==> config.mk <==
export PLATFORM = sky130hd
export DESIGN_NAME = membus_arbiter
export DESIGN_NICKNAME = d
export VERILOG_FILES = /design/src/rtl/membus_arbiter.sv
export SDC_FILE = /design/constraint.sdc
export NUM_CORES = 1
export LEC_CHECK = 0
export CAP_MARGIN = 30
export CORE_AREA = 4 4 105 107
export CTS_BUF_LIST = sky130_fd_sc_hd__clkbuf_8
export DETAILED_ROUTE_END_ITERATION = 12
export DIE_AREA = 0 0 109 111
export GPL_TIMING_DRIVEN = 0
export PLACE_DENSITY_LB_ADDON = 0.2
export SETUP_SLACK_MARGIN = 0.02
export SLEW_MARGIN = 20
export SYNTH_ARGS = -nofsm -noshare
export SYNTH_HDL_FRONTEND = slang
export SYNTH_SLANG_ARGS = --single-unit
==> constraint.sdc <==
create_clock -name ACLK -period 3.9 [get_ports ACLK]
set_input_delay 0.975 -clock ACLK [delete_from_list [all_inputs] [get_ports ACLK]]
set_output_delay 0.975 -clock ACLK [all_outputs]
set_load 0.05 [all_outputs]
==> src/rtl/membus_arbiter.sv <==
// membus_arbiter
//   Shares one sram-style memory bus between the instruction-fetch port (if_*)
//   and the load/store port (ls_*). The grant is registered, so m_req rises one
//   cycle after a request is seen. An in-order owner FIFO routes each m_data_ok
//   back to the port that issued it. A starvation counter lets IF win after
//   STARVE_LIMIT consecutive LS grants. A jump flush marks all outstanding
//   fetches so their responses are discarded.
//
// Ports
//   ACLK, ARESET                        clock, asynchronous active-high reset
//   if_req/if_addr/if_flush             fetch request, address, jump flush
//   if_addr_ok/if_data_ok/if_rdata      fetch address accept, response, data
//   ls_req/ls_we/ls_addr/ls_wdata/ls_wmask  load/store request and fields
//   ls_addr_ok/ls_data_ok/ls_rdata      load/store address accept, response, data
//   m_req/m_we/m_addr/m_wdata/m_wmask   downstream request towards the AXI bridge
//   m_addr_ok/m_data_ok/m_rdata         downstream accept, in-order response
//   resp_err                            sticky: response seen with nothing outstanding
module membus_arbiter #(
  parameter int ADDR_WIDTH   = 32,
  parameter int DATA_WIDTH   = 32,
  parameter int MASK_WIDTH   = 4,
  parameter int OUTSTANDING  = 2,
  parameter int STARVE_LIMIT = 4
) (
  input  logic                  ACLK,
  input  logic                  ARESET,
  input  logic                  if_req,
  input  logic [ADDR_WIDTH-1:0] if_addr,
  input  logic                  if_flush,
  output logic                  if_addr_ok,
  output logic                  if_data_ok,
  output logic [DATA_WIDTH-1:0] if_rdata,
  input  logic                  ls_req,
  input  logic                  ls_we,
  input  logic [ADDR_WIDTH-1:0] ls_addr,
  input  logic [DATA_WIDTH-1:0] ls_wdata,
  input  logic [MASK_WIDTH-1:0] ls_wmask,
  output logic                  ls_addr_ok,
  output logic                  ls_data_ok,
  output logic [DATA_WIDTH-1:0] ls_rdata,
  output logic                  m_req,
  output logic                  m_we,
  output logic [ADDR_WIDTH-1:0] m_addr,
  output logic [DATA_WIDTH-1:0] m_wdata,
  output logic [MASK_WIDTH-1:0] m_wmask,
  input  logic                  m_addr_ok,
  input  logic                  m_data_ok,
  input  logic [DATA_WIDTH-1:0] m_rdata,
  output logic                  resp_err
);

  localparam int PTR_W = (OUTSTANDING > 1) ? $clog2(OUTSTANDING) : 1;
  localparam int CNT_W = $clog2(OUTSTANDING + 1);
  localparam int SC_W  = $clog2(STARVE_LIMIT + 1);

  typedef enum logic [1:0] {IDLE, GNT_IF, GNT_LS, FULL} state_t;

  state_t           state, state_nxt;
  logic [OUTSTANDING-1:0] own_ls;   // 1 = entry belongs to LS, 0 = IF
  logic [OUTSTANDING-1:0] drop;     // fetch response to be discarded
  logic [PTR_W-1:0] wr_ptr, rd_ptr;
  logic [CNT_W-1:0] count, count_nxt;
  logic [SC_W-1:0]  starve_cnt, starve_nxt;
  logic             flush_pend;     // flush seen while an IF grant waits for m_addr_ok
  logic             if_acc, ls_acc, push, pop, push_drop, starved;

  function automatic logic [PTR_W-1:0] next_ptr(input logic [PTR_W-1:0] p);
    return (p == PTR_W'(OUTSTANDING - 1)) ? '0 : p + PTR_W'(1);
  endfunction

  // LS has priority unless IF has waited through STARVE_LIMIT LS grants.
  function automatic state_t arbitrate(input logic ireq, input logic lreq, input logic starve);
    if (ireq && (starve || !lreq)) return GNT_IF;
    else if (lreq)                 return GNT_LS;
    else                           return IDLE;
  endfunction

  assign if_acc    = (state == GNT_IF) && m_addr_ok;
  assign ls_acc    = (state == GNT_LS) && m_addr_ok;
  assign push      = if_acc || ls_acc;
  assign pop       = m_data_ok && (count != '0);
  assign push_drop = if_acc && (if_flush || flush_pend);
  assign count_nxt = count + CNT_W'(push) - CNT_W'(pop);

  // Arbitration sees the counter value after this cycle's acceptance, so the
  // re-arbitration on the same edge already honours the starvation limit.
  always_comb begin
    starve_nxt = starve_cnt;
    if (!if_req || if_acc)
      starve_nxt = '0;
    else if (ls_acc && (starve_cnt != SC_W'(STARVE_LIMIT)))
      starve_nxt = starve_cnt + SC_W'(1);
  end

  assign starved = (starve_nxt == SC_W'(STARVE_LIMIT));

  always_comb begin
    state_nxt  = state;
    m_req      = 1'b0;
    m_we       = 1'b0;
    m_addr     = '0;
    m_wdata    = '0;
    m_wmask    = '0;
    if_addr_ok = if_acc;
    ls_addr_ok = ls_acc;
    if_data_ok = 1'b0;
    ls_data_ok = 1'b0;
    if_rdata   = '0;
    ls_rdata   = '0;
    case (state)
      IDLE: state_nxt = arbitrate(if_req, ls_req, starved);
      GNT_IF: begin
        m_req  = 1'b1;
        m_addr = if_addr;
        if (m_addr_ok)
          state_nxt = (count_nxt == CNT_W'(OUTSTANDING)) ? FULL : arbitrate(if_req, ls_req, starved);
      end
      GNT_LS: begin
        m_req   = 1'b1;
        m_we    = ls_we;
        m_addr  = ls_addr;
        m_wdata = ls_wdata;
        m_wmask = ls_wmask;
        if (m_addr_ok)
          state_nxt = (count_nxt == CNT_W'(OUTSTANDING)) ? FULL : arbitrate(if_req, ls_req, starved);
      end
      FULL: if (pop) state_nxt = arbitrate(if_req, ls_req, starved);
      default: state_nxt = IDLE;
    endcase
    if (pop) begin
      if (own_ls[rd_ptr]) begin
        ls_data_ok = 1'b1;
        ls_rdata   = m_rdata;
      end else if (!drop[rd_ptr]) begin
        if_data_ok = 1'b1;
        if_rdata   = m_rdata;
      end
    end
  end

  always_ff @(posedge ACLK or posedge ARESET) begin
    if (ARESET) begin
      state      <= IDLE;
      wr_ptr     <= '0;
      rd_ptr     <= '0;
      count      <= '0;
      own_ls     <= '0;
      drop       <= '0;
      starve_cnt <= '0;
      flush_pend <= 1'b0;
      resp_err   <= 1'b0;
    end else begin
      state      <= state_nxt;
      count      <= count_nxt;
      starve_cnt <= starve_nxt;
      if (push) wr_ptr <= next_ptr(wr_ptr);
      if (pop)  rd_ptr <= next_ptr(rd_ptr);
      if (if_flush) begin
        for (int i = 0; i < OUTSTANDING; i++)
          if (!own_ls[i]) drop[i] <= 1'b1;
      end
      // The entry pushed this cycle overrides the flush marking of its slot.
      if (push) begin
        own_ls[wr_ptr] <= ls_acc;
        drop[wr_ptr]   <= push_drop;
      end
      if ((state == GNT_IF) && !m_addr_ok)
        flush_pend <= flush_pend || if_flush;
      else
        flush_pend <= 1'b0;
      if (m_data_ok && (count == '0))
        resp_err <= 1'b1;
    end
  end

endmodule
== After elaboration in Yosys (flattened, before gate mapping) ==
Index checks and enable logic that the tools add are counted.
Operators by class
  magnitude comparators: 3
  mux-type cells: 38
  equality and inequality tests: 8
  $add $sub $neg: 5
  reduce and logical (&&, ||, !) cells: 21
Operators by type and width (number)
  32-bit 2-to-1 mux: 6
  32-bit case mux with 2 select lines: 1
  1-bit 2-to-1 mux: 17
  2-bit 2-to-1 mux: 7
  1-bit logical AND: 9
  2-bit equality test (second input constant): 3
  3-bit 2-to-1 mux: 2
  2-bit case mux with 3 select lines: 1
  2-bit bitwise mux: 2
  2-bit zero test: 2
  1-bit logical OR: 4
  1-bit by 2-bit less-than comparator with 1-bit output (second input constant): 2
  4-bit 2-to-1 mux: 1
  3-bit by 1-bit adder with 3-bit output (second input constant): 1
  3-bit equality test (second input constant): 1
  1-bit zero test: 3
  3-bit != test (second input constant): 1
  1-bit adder (second input constant): 2
  2-bit by 1-bit adder with 2-bit output: 1
  2-bit by 1-bit equality test with 1-bit output (second input constant): 1
  2-bit by 1-bit != test with 1-bit output (second input constant): 1
  2-bit != test (second input constant): 1
  2-bit AND reduction: 1
  2-bit nonzero test: 1
  other kinds (4): 4
Storage, ports and cells
  register bits after elaboration: 15
  logic and storage cells: 84
  bits of input ports: 140

== Longest topological paths before layout ==
Gate-level depths: netlist of run 1.
  depth in word-level cells: 12
  mapped depth: 13
  gate-level depth less buffers: 12

== Worst setup path before layout of run 1 ==
No wires, ideal clock.
  kind: input port to output port
  start: input m_data_ok
  end: output if_rdata[22]
  slack: 0.749 ns
  buffers on the path: 1
  required time: 2.925 ns
  stages on the path: 4
  arrival time: 2.176 ns
  cell sequence: o21ai_1 nor2_1 buf_2 and2_1
Between the ends
  word-level cells in the longest chain between the ends: 2
Ends and longest elaborated chain
  start, declared: line 47  | input logic m_data_ok,
  1-bit logical AND: line 81  | assign pop = m_data_ok && (count != '0);
  32-bit 2-to-1 mux: line 130  | if (pop) begin
  end, declared: line 32  | output logic [DATA_WIDTH-1:0] if_rdata,
No other way between the ends.

== Worst setup path in the final report of run 1 ==
  start: input m_data_ok
  end: output ls_rdata[0]
Between the ends
  word-level cells in the longest chain between the ends: 2
Ends and longest elaborated chain
  1-bit logical AND: line 81
  32-bit 2-to-1 mux: line 130
  end, declared: line 40  | output logic [DATA_WIDTH-1:0] ls_rdata,
No other way between the ends.

==> results.yml, run 1 <==
clock_network:
  cts_tree: "built"
  cts_inserted_buffers: 3
  cts_sinks: 15
  h-tree-depth: 1
  clk_latency_ps: 250
  hold_buffers: 0
  clockBufferDepth: 2
  clock-root-buffer: "clkbuf_8"
  clk_pin_slew_worst_paths_ps: 60
pwr:
  clockPowerShare_pct: 3.3
  internal-power_w: 0.001427
  p_switching_w: 0.002402
  swShare_pct: 62.74
  p_leak_nw: 2.133
  combPwrFrac_pct: 89.7
  ir_drop_v: 0.0004340
  powerDensity_nw_per_um2: 778.7
  p_seq_share_pct: 7.1
floorplan:
  die-area_um2: 12100
  coreArea_um2: 10140
  core.rowCount: 37
  io-pin-count: 279
  die_h_um: 111
  start_util_pct: 19.05
  die_x_um: 109
yosys:
  syn_area_per_cell_um2: 7.051
  netlist_area_um2: 1932
  synth_top_area_share_pct: 32.71
  yosysMostFrequentCell: "and2_1"
  mappedNetlistNets: 421
  async_flop_share_pct: 100.0
  synth_edf_count: 0
  netlist_instances: 274
  yosys.area.top_type: "and2_1"
  ys_types: 32
  yosys_warnings: 0
  ys_seq_elements: 15
  synthTopCellsByCount: "and2_1, nor2_1, a22oi_1, clkbuf_1, dfrtp_1"
  synth-seq-area-share_pct: 19.43
  synthTopCellsByArea: "and2_1, dfrtp_1, a22oi_1, nor2_1, ha_1"
  synthFlopType: "dfrtp_1"
worst_setup_path:
  reg2reg_depth: 12
  start_kind: "input port"
  rrSetupSlack_ps: 1090
  end_kind: "output port"
  reg2reg_from: "state[0]"
  r2r_end: "state[0]"
  worst-path-max-fanout: 6
  required_ps: 2920
  path_class: "in -> out"
  critPathArrivalTime_ps: 2760
cells_and_area:
  nets: 706
  design_area_um2: 4917
  antenna_cells: 0
  area_growth_pct: 154.5
  fin_util_pct: 48.50
  drive_gt1_share_pct: 13.98
sta:
  period_share_pct: 95.74
  fin_skew_ps: 3.248
  finalSetupViolCount: 0
  holdWs_ps: 498.7
  finalHoldViolCount: 0
  max_freq_ghz: 0.2678
  rsz0062_at_grt: "false"
  worstMarginPinSlew_ps: 595.1
  setup_ws_ps: 166.1
  setup-tns-final_ps: 0
  final-max-slew-violation-count: 0
  fin_crit_ps: 3734
  relSlewSlack_pct: 60.28
min_path:
  hp-start: "resp_err"
  holdPathEnd: "resp_err"
  hold_class: "reg -> reg"
  hold_depth: 1
drt:
  post-route-drc-count: 0
  wl_met2_um: 5522
  dr_wl_met3_um: 1404
  firstDrtPassIters: 4
  routedWlPerCell_um: 14.56
  ant_nets: 0
  wl_met1_um: 3023
  num_vias: 2941
  via_per_inst: 4.238
  drt_iter0_drc: 84
  finalWirelength_um: 10110
  highest_layer: "met4"
place:
  hpwl_um: 8920
  portBuffers: 278
  placed_cell_area_um2: 4885
  gp_congestion: 0.7372
  dp_slack_ps: -528.4
global_route:
  grt_max_degree: 16
  antenna_found_initial: 0
  first_global_vias: 3026
  grt_use_total_pct: 15.33
  overflow: 0
  grt_pass1_wl_um: 14860
job:
  maxCapViolCount: 0
run_status:
  outcome: "finished, final reports clean"
sequential cells by signal, summed over array words and instances (netlist names):
name	count
count	2
drop	2
wr_ptr	1
flush_pend	1
rd_ptr	1
state	2
starve_cnt	3
resp_err	1
own_ls	2
power by group through the flow:
stage                     clock network, W  registers [W]  logic, W
after detailed placement                 0       0.000274   0.00352
after global routing              0.000139       0.000281   0.00364
after floorplan                          0       0.000262   0.00234
final                             0.000125       0.000271   0.00343
after CTS                         0.000130       0.000271   0.00348
after global placement                   0       0.000271   0.00350
worst max-delay path, stage by stage:
cell and delay [ps]:
clkdlybuf4s50_1 480, o21ai_1 200, nor2_2 260, buf_4 150, and2_1 140, dlygate4sd2_1 550
timing repair:
action | CTS | global route
pin swaps | 0 | 0
resized for setup | 157 | 43
setup buffers | 0 | 2
endpoints found under the setup margin | 66 | 64
worst max-delay path by stage:
stage / from / endpoint / slack (ps) / depth (start not counted)
floorplan: m_data_ok / if_rdata[22] / 750 / 4
global placement: m_data_ok / ls_rdata[2] / -480 / 6
detailed placement: m_data_ok / ls_rdata[2] / -530 / 6
CTS: m_data_ok / ls_rdata[23] / 20 / 6
global route: m_data_ok / if_rdata[2] / 10 / 6
finish: m_data_ok / ls_rdata[0] / 170 / 6
cell type report:
class / count / area (µm²)
plain buffers: 22 / 92.59
clock buffers: 3 / 41.29
clock inverters: 1 / 3.754
fillers: 984 / 5221
inverters: 13 / 48.80
multi-input cells: 224 / 1426
flip-flops and latches: 15 / 375.4
well taps: 136 / 170.2
repair buffers: 280 / 2759
cells in the final DEF (no fill, tap or decap), types with 8 or more instances in the layout:
master / n
dlygate4sd2_1: 8
clkbuf_1: 14
nor2_1: 42
dfrtp_1: 15
clkdlybuf4s15_2: 39
a22oi_1: 32
clkdlybuf4s50_1: 205
inv_1: 14
and2_1: 101
clkbuf_2: 23
layer usage:
metal,global-route usage (%),vias up
li1,-,1482
met1,11.75,1281
met2,33.01,168
met3,5.824,10
met4,4.125,0
met5,0,-
cell families after synthesis:
kind of cell    share of synthesized area (%)
simple gates                            44.30
compound gates                          21.05
buf+inv                                 6.995
flops                                   19.43
fa+ha+maj                               4.533
xor+xnor                                2.655
mux                                     1.036
through the flow:
stage	total power, W	std cells
floorplan	0.002605	274
global placement	0.003770	688
detailed placement	0.003796	688
CTS	0.003881	692
global route	0.004059	694
finish	0.003829	694
Note: power is estimated with default switching activity, not from simulation.
==> run 2, diff against run 1 <==
Settings changed: CAP_MARGIN 30 to 20.
==> results of run 2 <==
The final DEF is identical to that of run 1; final timing and power are the same.
